==> src/rtl/cpu_types_pkg.sv <==
// Shared CPU types: word, RAM handshake state, and the fetch/memory arbiter state.
package cpu_types_pkg;

  typedef logic [31:0] word_t;

  typedef enum logic [1:0] {
    FREE   = 2'd0,
    BUSY   = 2'd1,
    ACCESS = 2'd2,
    ERROR  = 2'd3
  } ramstate_t;

  typedef enum logic [1:0] {
    IDLE   = 2'd0,
    IGRANT = 2'd1,
    DGRANT = 2'd2
  } arbstate_t;

endpackage

==> src/rtl/fetch_mem_arb_if.sv <==
// Bundle between the fetch stage, the memory stage, the unified RAM and the arbiter.
interface fetch_mem_arb_if;
  import cpu_types_pkg::*;

  logic      iREN;
  word_t     iaddr;
  logic      iwait;
  word_t     iload;
  logic      dREN;
  logic      dWEN;
  word_t     daddr;
  word_t     dstore;
  logic      dwait;
  word_t     dload;
  logic      ramREN;
  logic      ramWEN;
  word_t     ramaddr;
  word_t     ramstore;
  word_t     ramload;
  ramstate_t ramstate;

  modport arb (
    input  iREN, iaddr, dREN, dWEN, daddr, dstore, ramload, ramstate,
    output iwait, iload, dwait, dload, ramREN, ramWEN, ramaddr, ramstore
  );

  modport fetch (
    output iREN, iaddr,
    input  iwait, iload
  );

  modport mem (
    output dREN, dWEN, daddr, dstore,
    input  dwait, dload
  );

endinterface

==> src/rtl/arb_perf_counters.sv <==
// Completion and fetch-stall counters for the arbiter; only built with FETCH_MEM_ARB_PERF_EN.
`ifdef FETCH_MEM_ARB_PERF_EN
module arb_perf_counters
  import cpu_types_pkg::*;
(
  input  logic  CLK,
  input  logic  nRST,
  input  logic  iren_i,
  input  logic  iwait_i,
  input  logic  dwait_i,
  output word_t icnt_o,
  output word_t dcnt_o,
  output word_t istall_o
);

  word_t icnt_q, dcnt_q, istall_q;

  // free-running wrap-around counters
  always_ff @(posedge CLK or negedge nRST) begin
    if (!nRST) begin
      icnt_q   <= 32'h0;
      dcnt_q   <= 32'h0;
      istall_q <= 32'h0;
    end else begin
      icnt_q   <= icnt_q + {31'h0, ~iwait_i};
      dcnt_q   <= dcnt_q + {31'h0, ~dwait_i};
      istall_q <= istall_q + {31'h0, iren_i & iwait_i};
    end
  end

  assign icnt_o   = icnt_q;
  assign dcnt_o   = dcnt_q;
  assign istall_o = istall_q;

endmodule
`endif

==> src/rtl/fetch_mem_arbiter.sv <==
// Arbitrates the single-ported RAM between instruction fetch and data accesses.
// Define FETCH_MEM_ARB_PERF_EN to add the icnt/dcnt/istall performance counters.
module fetch_mem_arbiter
  import cpu_types_pkg::*;
#(
  parameter int unsigned STARVE_LIMIT = 4,
  parameter int unsigned CNT_W        = 3
) (
  input  logic CLK,
  input  logic nRST,
  fetch_mem_arb_if.arb bus
`ifdef FETCH_MEM_ARB_PERF_EN
  ,
  output word_t icnt,
  output word_t dcnt,
  output word_t istall
`endif
);

  localparam logic [CNT_W-1:0] LIMIT = CNT_W'(STARVE_LIMIT);

  arbstate_t        state_q, state_d;
  logic [CNT_W-1:0] scnt_q, scnt_d;
  logic             dreq;
  logic             acc;

  assign dreq = bus.dREN | bus.dWEN;
  assign acc  = (bus.ramstate == ACCESS);

  // Data wins unless fetch has waited out STARVE_LIMIT data completions.
  function automatic arbstate_t pick(input logic iren, input logic dq, input logic [CNT_W-1:0] cnt);
    arbstate_t res;
    if (dq && ((cnt < LIMIT) || !iren)) begin
      res = DGRANT;
    end else if (iren) begin
      res = IGRANT;
    end else begin
      res = IDLE;
    end
    return res;
  endfunction

  // state and starvation counter registers
  always_ff @(posedge CLK or negedge nRST) begin
    if (!nRST) begin
      state_q <= IDLE;
      scnt_q  <= '0;
    end else begin
      state_q <= state_d;
      scnt_q  <= scnt_d;
    end
  end

  // next-state: a completing requester is excluded from the re-pick so it is not served twice
  always_comb begin
    state_d = state_q;
    scnt_d  = scnt_q;
    case (state_q)
      IDLE: begin
        state_d = pick(bus.iREN, dreq, scnt_q);
        if (!bus.iREN) begin
          scnt_d = '0;
        end else begin
          scnt_d = scnt_q;
        end
      end
      IGRANT: begin
        if (!bus.iREN) begin
          state_d = pick(1'b0, dreq, scnt_q);
        end else if (acc) begin
          scnt_d  = '0;
          state_d = pick(1'b0, dreq, '0);
        end else begin
          state_d = state_q;
        end
      end
      DGRANT: begin
        if (!dreq) begin
          state_d = pick(bus.iREN, 1'b0, scnt_q);
        end else if (acc) begin
          if (!bus.iREN) begin
            scnt_d = '0;
          end else if (scnt_q >= LIMIT) begin
            scnt_d = LIMIT;
          end else begin
            scnt_d = scnt_q + CNT_W'(1);
          end
          state_d = pick(bus.iREN, 1'b0, scnt_d);
        end else begin
          state_d = state_q;
        end
      end
      default: begin
        state_d = IDLE;
        scnt_d  = '0;
      end
    endcase
  end

  // RAM strobes and stage waits; ERROR/BUSY/FREE simply hold the grant
  always_comb begin
    bus.ramREN   = 1'b0;
    bus.ramWEN   = 1'b0;
    bus.ramaddr  = 32'h0;
    bus.ramstore = 32'h0;
    bus.iwait    = 1'b1;
    bus.dwait    = 1'b1;
    bus.iload    = 32'h0;
    bus.dload    = 32'h0;
    case (state_q)
      IGRANT: begin
        bus.ramREN  = bus.iREN;
        bus.ramaddr = bus.iaddr;
        if (bus.iREN && acc) begin
          bus.iwait = 1'b0;
          bus.iload = bus.ramload;
        end else begin
          bus.iwait = 1'b1;
        end
      end
      DGRANT: begin
        bus.ramREN   = bus.dREN;
        bus.ramWEN   = bus.dWEN;
        bus.ramaddr  = bus.daddr;
        bus.ramstore = bus.dstore;
        if (dreq && acc) begin
          bus.dwait = 1'b0;
          bus.dload = bus.dREN ? bus.ramload : 32'h0;
        end else begin
          bus.dwait = 1'b1;
        end
      end
      default: begin
        bus.ramREN = 1'b0;
      end
    endcase
  end

`ifdef FETCH_MEM_ARB_PERF_EN
  arb_perf_counters u_perf (
    .CLK      (CLK),
    .nRST     (nRST),
    .iren_i   (bus.iREN),
    .iwait_i  (bus.iwait),
    .dwait_i  (bus.dwait),
    .icnt_o   (icnt),
    .dcnt_o   (dcnt),
    .istall_o (istall)
  );
`endif

endmodule

==> src/flat_wrapper.sv <==
// flat-port wrapper written by rule: the top's interface ports become plain ports
module fetch_mem_arbiter_flat import cpu_types_pkg::*;
#(
  parameter int unsigned STARVE_LIMIT = 4,
  parameter int unsigned CNT_W        = 3
)
  (CLK, nRST, bus_iREN, bus_iaddr, bus_dREN, bus_dWEN, bus_daddr, bus_dstore, bus_ramload, bus_ramstate, bus_iwait, bus_iload, bus_dwait, bus_dload, bus_ramREN, bus_ramWEN, bus_ramaddr, bus_ramstore);
  fetch_mem_arb_if bus_i ();
  input  logic CLK;
  input  logic nRST;
  input wire logic [$bits(bus_i.iREN)-1:0] bus_iREN;
  input wire logic [$bits(bus_i.iaddr)-1:0] bus_iaddr;
  input wire logic [$bits(bus_i.dREN)-1:0] bus_dREN;
  input wire logic [$bits(bus_i.dWEN)-1:0] bus_dWEN;
  input wire logic [$bits(bus_i.daddr)-1:0] bus_daddr;
  input wire logic [$bits(bus_i.dstore)-1:0] bus_dstore;
  input wire logic [$bits(bus_i.ramload)-1:0] bus_ramload;
  input wire logic [$bits(bus_i.ramstate)-1:0] bus_ramstate;
  output wire logic [$bits(bus_i.iwait)-1:0] bus_iwait;
  output wire logic [$bits(bus_i.iload)-1:0] bus_iload;
  output wire logic [$bits(bus_i.dwait)-1:0] bus_dwait;
  output wire logic [$bits(bus_i.dload)-1:0] bus_dload;
  output wire logic [$bits(bus_i.ramREN)-1:0] bus_ramREN;
  output wire logic [$bits(bus_i.ramWEN)-1:0] bus_ramWEN;
  output wire logic [$bits(bus_i.ramaddr)-1:0] bus_ramaddr;
  output wire logic [$bits(bus_i.ramstore)-1:0] bus_ramstore;
  assign bus_i.iREN = bus_iREN;
  assign bus_i.iaddr = bus_iaddr;
  assign bus_i.dREN = bus_dREN;
  assign bus_i.dWEN = bus_dWEN;
  assign bus_i.daddr = bus_daddr;
  assign bus_i.dstore = bus_dstore;
  assign bus_i.ramload = bus_ramload;
  assign bus_i.ramstate = bus_ramstate;
  assign bus_iwait = bus_i.iwait;
  assign bus_iload = bus_i.iload;
  assign bus_dwait = bus_i.dwait;
  assign bus_dload = bus_i.dload;
  assign bus_ramREN = bus_i.ramREN;
  assign bus_ramWEN = bus_i.ramWEN;
  assign bus_ramaddr = bus_i.ramaddr;
  assign bus_ramstore = bus_i.ramstore;
  fetch_mem_arbiter #(.STARVE_LIMIT(STARVE_LIMIT), .CNT_W(CNT_W)) u_core (.CLK(CLK), .nRST(nRST), .bus(bus_i));
endmodule
==> config.mk <==
export PLATFORM = sky130hd
export DESIGN_NAME = fetch_mem_arbiter_flat
export DESIGN_NICKNAME = d
export VERILOG_FILES = /design/src/rtl/cpu_types_pkg.sv /design/src/rtl/fetch_mem_arb_if.sv /design/src/rtl/arb_perf_counters.sv /design/src/rtl/fetch_mem_arbiter.sv /design/src/flat_wrapper.sv
export SDC_FILE = /design/constraint.sdc
export NUM_CORES = 1
export LEC_CHECK = 0
export ABC_AREA = 0
export CORE_AREA = 2 2 104 106
export DETAILED_ROUTE_END_ITERATION = 10
export DIE_AREA = 0 0 106 108
export GPL_ROUTABILITY_DRIVEN = 0
export PLACE_DENSITY_LB_ADDON = 0.25
export SETUP_SLACK_MARGIN = 0.15
export SYNTH_ARGS = -nofsm -noshare
export SYNTH_HDL_FRONTEND = slang
export SYNTH_SLANG_ARGS = --single-unit
==> constraint.sdc <==
create_clock -name CLK -period 2.5 [get_ports CLK]
set_input_delay 0.75 -clock CLK [delete_from_list [all_inputs] [get_ports CLK]]
set_output_delay 0.75 -clock CLK [all_outputs]
set_load 0.02 [all_outputs]
==> metrics.md, run 1 <==
| Metric | Value |
|---|---|
| Grt total ovfl | `0` |
| Seq/Total Area, Yosys | `8.06%` |
| # IOs | `267` |
| Startpoint Class | `primary input` |
| Global-route wire length before repair | `14.5 mm` |
| Initial Util | `15.2%` |
| H-Tree Depth | `1` |
| Pins over their slew limit | `0` |
| Worst r2r path cells | `9` |
| Vias in the first global route | `2762` |
| Hold Path Stages | `2` |
| GRT Util Overall | `16.0%` |
| Clk root buf | `clkbuf_8` |
| Share of cells above drive strength 1 | `61.0%` |
| Hold Path Origin | `u_core.scnt_q[1]` |
| CTS Buffer Depth | `2` |
| Yosys warns | `0` |
| Reg2Reg Setup Slack | `0.41 ns` |
| TritonCTS clock tree | `done` |
| Die W | `106 µm` |
| Detailed Route WL | `11.4 mm` |
| Dpl cells | `630` |
| Final Setup Violations | `26` |
| Initial antenna violation count | `1` |
| Maximum VDD drop | `0.450 mV` |
| Post-synthesis register bit count | `5` |
| Wire per inst | `17.2 µm` |
| Setup TNS | `-0.611 ns` |
| RSZ-0062 raised after global routing | `true` |
| Largest net degree at the start of global routing | `33` |
| Setup ws final | `-0.0530 ns` |
| DRC Markers | `0` |
| CTS clk-pin slew, worst paths | `0.03 ns` |
| Tcrit/Tclk final | `102%` |
| Drt initial violations | `91` |
| Synthesized area per cell | `6.72 µm²` |
| Slew HR | `76.9%` |
| Post-layout nets | `671` |
| Library cells used by synthesis | `24` |
| First-pass iteration count of the detailed router | `4` |
| ANT nets after route | `0` |
| Crit. End Element | `primary output` |
| Final Hold Vio Count | `0` |
| Fmax achieved | `392 MHz` |
| Syn Nets | `373` |
| Hold_buf cts | `0` |
| Violated checks | `negative setup slack` |
| Via density | `4.29` |
| Cells after Synth | `231` |
| Antenna cells | `0` |
| Core Footprint | `10200 µm²` |
| PortBufs | `266` |
| CP Data Required Time | `1.75 ns` |
| Status | `finished with violations` |
| Layout fillers | `921` |
| Crit path kind | `primary input to primary output` |
| Cell Rows | `37` |
| Leak | `2.49 nW` |
| Die Area | `11400 µm²` |
| Period minus WS final | `2.55 ns` |
| Worst EP arrival | `1.80 ns` |
| Total CTS buffers | `3` |
| Reg-to-reg endpoint | `u_core.scnt_q[0]` |
| Layout area overhead | `267%` |
| R2R Path Start | `u_core.state_q[0]` |
| Hold Crit Endpoint | `u_core.scnt_q[1]` |
| Power per Cell Area | `833 nW/µm²` |
| Max-cap violation count | `0` |
| Hold WC Path Type | `register to register` |
| Clk Latency, worst-skew pair | `0.22 ns` |
| Non-Filler Instances | `664` |
| Post-DP HPWL | `7.85 mm` |
| Critical path fanouts, max | `8` |
| CTS sink count | `5` |
| Die height | `108 µm` |
| Vias | `2846` |
| Setup Skew | `0.00153 ns` |
| Pin slew with the least headroom to its limit | `0.346 ns` |
| Post-Syn Area | `1550 µm²` |
## worst max-delay path, stage by stage
cell and delay, ns:
buf_8 0.10, and2b_2 0.19, and3_4 0.19, buf_6 0.13, clkbuf_16 0.15, and2_4 0.15, buf_6 0.12
## cells in the mapped netlist, drive strengths merged
| library cell | number | area, µm² |
|---|---|---|
| and2 | 97 | 607 |
| a22oi | 32 | 240 |
| nor2b | 32 | 200 |
| clkbuf | 20 | 75.1 |
| nand2 | 9 | 33.8 |
| ha | 7 | 87.6 |
| inv | 6 | 22.5 |
| dfrtp | 5 | 125 |
| nor2 | 4 | 15.0 |
| a21oi | 2 | 10.0 |
| a31oi | 2 | 12.5 |
| o21ai | 2 | 10.0 |
| o41ai | 2 | 17.5 |
| a21boi | 1 | 7.51 |
| a222oi | 1 | 10.0 |
| and2b | 1 | 8.76 |
| and3 | 1 | 6.26 |
| buf | 1 | 5.00 |
| mux2 | 1 | 15.0 |
| mux2i | 1 | 10.0 |
| nand2b | 1 | 13.8 |
| nor3 | 1 | 5.00 |
| o21a | 1 | 7.51 |
| or2 | 1 | 6.26 |
## placed cells by master (no fill, tap or decap), types with 6 or more instances in the layout
| cell | count |
|---|---|
| clkdlybuf4s50_1 | 127 |
| buf_6 | 101 |
| and2_4 | 64 |
| and2_1 | 33 |
| a22oi_2 | 31 |
| buf_4 | 29 |
| nor2b_4 | 25 |
| buf_2 | 19 |
| clkdlybuf4s15_2 | 11 |
| nand2_1 | 8 |
| buf_12 | 8 |
| nor2b_1 | 7 |
| clkbuf_16 | 7 |
| buf_16 | 6 |
## per-stage QoR
stage | area (µm²) | setup WS, ns | total power [W] | hold WS (ns) | utilization [%]
2_1_floorplan | 1590 | 0.181 | 0.00166 | 0.454 | -
3_3_place_gp | 4550 | -0.819 | 0.00316 | 0.537 | 44.4
3_5_place_dp | 4550 | -0.850 | 0.00318 | 0.548 | 44.4
4_1_cts | 4900 | -0.0672 | 0.00355 | 0.572 | 47.9
5_1_grt | 5690 | -0.0866 | 0.00500 | 0.595 | 55.6
6_report | 5690 | -0.0530 | 0.00474 | 0.564 | 55.6
## registers in the layout (all words and copies together), names as in the netlist
name / count
u_core.scnt_q: 3
u_core.state_q: 2
## timing repair
item                       CTS  global route
resized for setup          716           177
buffers inserted            11             5
pin swaps                   38            33
hold endpoints to repair     0             0
gates cloned                 6             8
setup endpoints to repair  130           125
## layer usage
layer | share of wire (%) | track usage (%) | vias up
met5 | 0.11 | 0 | -
met4 | 2.1 | 4.14 | 2
met3 | 7.0 | 2.47 | 16
met2 | 55 | 32.8 | 174
met1 | 36 | 16.9 | 1293
li1 | - | - | 1361
## cell type report
cell class / instances / area (µm²) / area share [%]
Timing Repair Buffer: 314 / 3410 / 60.0
Multi-Input combinational cell: 199 / 1900 / 33.5
Tap cell: 136 / 170 / 2.99
Sequential cell: 5 / 126 / 2.22
Clock buffer: 4 / 45.0 / 0.792
Inverter: 6 / 30.0 / 0.528
## cell families after synthesis
kind of cell | after synthesis | synth area share [%]
flops | 5 | 8.06
simple gates | 147 | 57.7
mux | 2 | 1.61
buf+inv | 27 | 6.61
fa+ha+maj | 7 | 5.64
compound gates | 43 | 20.3
## power breakdown
| part | internal, W | switching, W |
|---|---|---|
| logic | 0.00247 | 0.00198 |
| clock network | 0.000109 | 0.0000397 |
| registers | 0.000107 | 0.0000257 |
| total | 0.00269 | 0.00205 |
## how the worst max path moves through the flow
stage,from,endpoint,cells after the start
after floorplan,bus_ramstate[0],bus_dload[10],4
after global placement,bus_ramstate[1],bus_dload[27],6
after detailed placement,bus_ramstate[1],bus_dload[27],6
after CTS,bus_ramstate[1],bus_dload[11],7
after global routing,bus_ramstate[0],bus_dload[8],7
final,bus_ramstate[1],bus_dload[8],7
Power figures use the tool's default switching activity.
==> run 2, diff against run 1 <==
Settings changed: SYNTH_HIERARCHICAL set to 1.
==> run 2 against run 1 <==
  * The flow now finishes without violations
  * Critical path depth grew 1
  * Design area shrank 1.9%
  * Cell count grew 0.15%
  * First-iteration DRC count grew 40%
  * Synthesized area grew 1.4%
  * Maximum frequency grew 2.3%
  * Worst setup slack gained 0.058 ns
  * Routed wire length shrank 6.3%
  * Combinational power shrank 12%
  * Core utilization shrank 1.0 points
  * Die area is the same
  * Via count shrank 1.4%
==> metrics.md, run 2 <==
| Metric | Value |
|---|---|
| Status | `complete, no violations` |
| Post-DP HPWL | `7.31 mm` |
| Cells after Synth | `235` |
| Share of cells above drive strength 1 | `61.2%` |
| First-pass iteration count of the detailed router | `4` |
| GR Util met1 | `17.0%` |
| Async SR Flop Fraction | `100%` |
| TritonCTS clock tree | `done` |
| Critical path fanouts, max | `8` |
| GRT Util Overall | `15.7%` |
| M2 GR Usage | `31.6%` |
| Max-cap violation count | `0` |
| Delay-heaviest family, CP | `buffers and inverters` |
| Detailed Route WL | `10.7 mm` |
| Reg-to-reg endpoint | `u_core/scnt_q[0]` |
| Worst EP arrival | `1.74 ns` |
| Global-route wire length before repair | `14.5 mm` |
| Die Area | `11400 µm²` |
| H-Tree Depth | `1` |
| Commonest non-fill, non-tap cell in the layout | `clkdlybuf4s50_1` |
| Wire per inst | `16.1 µm` |
| DRC Markers | `0` |
| CP bufs+invs | `5` |
| Slew HR | `70.6%` |
| Synth top cells by count | `and2_1 (98), nor2b_1 (33), a22oi_1 (32)` |
| RSZ-0062 raised after global routing | `true` |
| Synth area leaders | `and2_1 (39%), a22oi_1 (15%), nor2b_1 (13%)` |
| Setup TNS | `0 ns` |
| Most Crowded Layer GR | `met2` |
| CTS clk-pin slew, worst paths | `0.03 ns` |
| Period minus WS final | `2.49 ns` |
| Leak | `2.47 nW` |
| Pin slew with the least headroom to its limit | `0.438 ns` |
| Final Hold Vio Count | `0` |
| Worst r2r path cells | `8` |
| Slowest CP cell | `nand2b_4` |
| Syn Nets | `377` |
| Vias in the first global route | `2804` |
| Biggest regs | `u_core/scnt_q: 3 flops, u_core/state_q: 2 flops` |
| Grt total ovfl | `0` |
| Crit. End Element | `primary output` |
| Clk Latency, worst-skew pair | `0.22 ns` |
| Cell Rows | `37` |
| CP Cell Sequence | `buf_6, nand2b_4, nor2_4, buf_6, buf_6, buf_16, and2_4, buf_6` |
| Layout area overhead | `255%` |
| Design Power | `0.00422 W` |
| Total CTS buffers | `3` |
| Drt initial violations | `127` |
| Crit path kind | `primary input to primary output` |
| Dpl cells | `635` |
| Most frequent cells in the layout | `clkdlybuf4s50_1 (129), buf_6 (104), and2_4 (64)` |
| Most flops, register | `u_core/scnt_q` |
| Hold Path Stages | `1` |
| Seq/Total Area, Yosys | `7.96%` |
| Power per Cell Area | `756 nW/µm²` |
| Pins over their slew limit | `0` |
| Post-Syn Area | `1570 µm²` |
| Die W | `106 µm` |
| # IOs | `267` |
| Fmax achieved | `401 MHz` |
| R2R Path Start | `u_core/state_q[1]` |
| Maximum VDD drop | `0.578 mV` |
| Clk root buf | `clkbuf_8` |
| Antenna cells | `0` |
| Synth Flop Type | `dfrtp_1` |
| Initial Util | `15.4%` |
| ANT nets after route | `0` |
| CTS sink count | `5` |
| Cell taking the most area after synthesis | `and2_1` |
| Vias | `2806` |
| Hold Path Origin | `u_core/scnt_q[0]` |
| Met3 usage | `4.04%` |
| Final core occ | `54.5%` |
| PortBufs | `266` |
| CTS Buffer Depth | `2` |
| Post-layout nets | `672` |
| Library cells used by synthesis | `26` |
| Tcrit/Tclk final | `99.8%` |
| Pre-CTS WS | `-0.794 ns` |
| Crit-path most repeated cell | `buf_6` |
| Synthesized area per cell | `6.69 µm²` |
| Reg2Reg Setup Slack | `0.50 ns` |
| Final Setup Violations | `0` |
| Post-synthesis register bit count | `5` |
| Count leader, synth | `and2_1` |
| Core Footprint | `10200 µm²` |
| EDFF count, synth | `0` |
| Hold Crit Endpoint | `u_core/scnt_q[0]` |
| Via density | `4.22` |
| Largest net degree at the start of global routing | `36` |
| Setup Skew | `0.00305 ns` |
| CP Data Required Time | `1.75 ns` |
| Largest stage delay on the critical path | `0.16 ns` |
| Max reg flops | `3` |
| Synth top area share | `39.0%` |
| Startpoint Class | `primary input` |
| Initial antenna violation count | `0` |
| Hold WC Path Type | `register to register` |
| Yosys warns | `6` |
| Non-Filler Instances | `665` |
| Setup ws final | `0.00528 ns` |
| Die height | `108 µm` |
run 2: where the power goes:
group / total [W] / switching (W) / leakage [nW] / internal (W)
clock network: 0.000148 / 0.0000390 / 0.0228 / 0.000109
registers: 0.000126 / 0.0000202 / 0.0654 / 0.000106
logic: 0.00394 / 0.00181 / 2.38 / 0.00214
run 2: what timing repair did:
| action | in CTS | in global routing |
|---|---|---|
| buffers inserted | 10 | 5 |
| pin swaps | 65 | 18 |
| gates resized for setup | 752 | 171 |
| hold buffers | 0 | 0 |
| cloned | 7 | 4 |
| setup endpoints to repair | 132 | 120 |
run 2: worst max-delay path by stage:
stage               startpoint       endpoint  slack, ns  cells past startpoint
5_1_grt        bus_ramstate[0]  bus_iload[30]      -0.05                      8
3_3_place_gp          bus_dREN  bus_dload[23]      -0.78                      6
2_1_floorplan  bus_ramstate[0]  bus_dload[10]       0.16                      4
6_report       bus_ramstate[0]  bus_iload[25]      0.005                      8
4_1_cts        bus_ramstate[0]  bus_iload[13]      -0.06                      8
3_5_place_dp   bus_ramstate[0]  bus_dload[23]      -0.79                      6
run 2: final cells by class:
class,instances,area (µm²)
Fill cell,918,4650
Timing Repair Buffer,311,3250
Multi-Input combinational cell,204,1960
Tap cell,136,170
Sequential cell,5,126
Clock buffer,4,45.0
Inverter,5,21.3
run 2: layer usage:
layer	vias to the layer above	wire, µm
li1	1370	-
met1	1309	3820
met2	121	6080
met3	6	734
met4	0	80
met5	-	0
run 2: kinds of logic after synthesis:
kind of cell	share of synthesized area, %
compound gates	20.0
fa+ha+maj	5.57
buf+inv	6.44
simple gates	58.5
flops	7.96
mux	1.59
run 2: stage by stage:
step                      hold slack (ns)  cell area (µm²)
after CTS                           0.574             4990
after floorplan                     0.454             1610
after global routing                0.592             5580
after global placement              0.533             4550
after detailed placement            0.562             4550
final                               0.569             5580
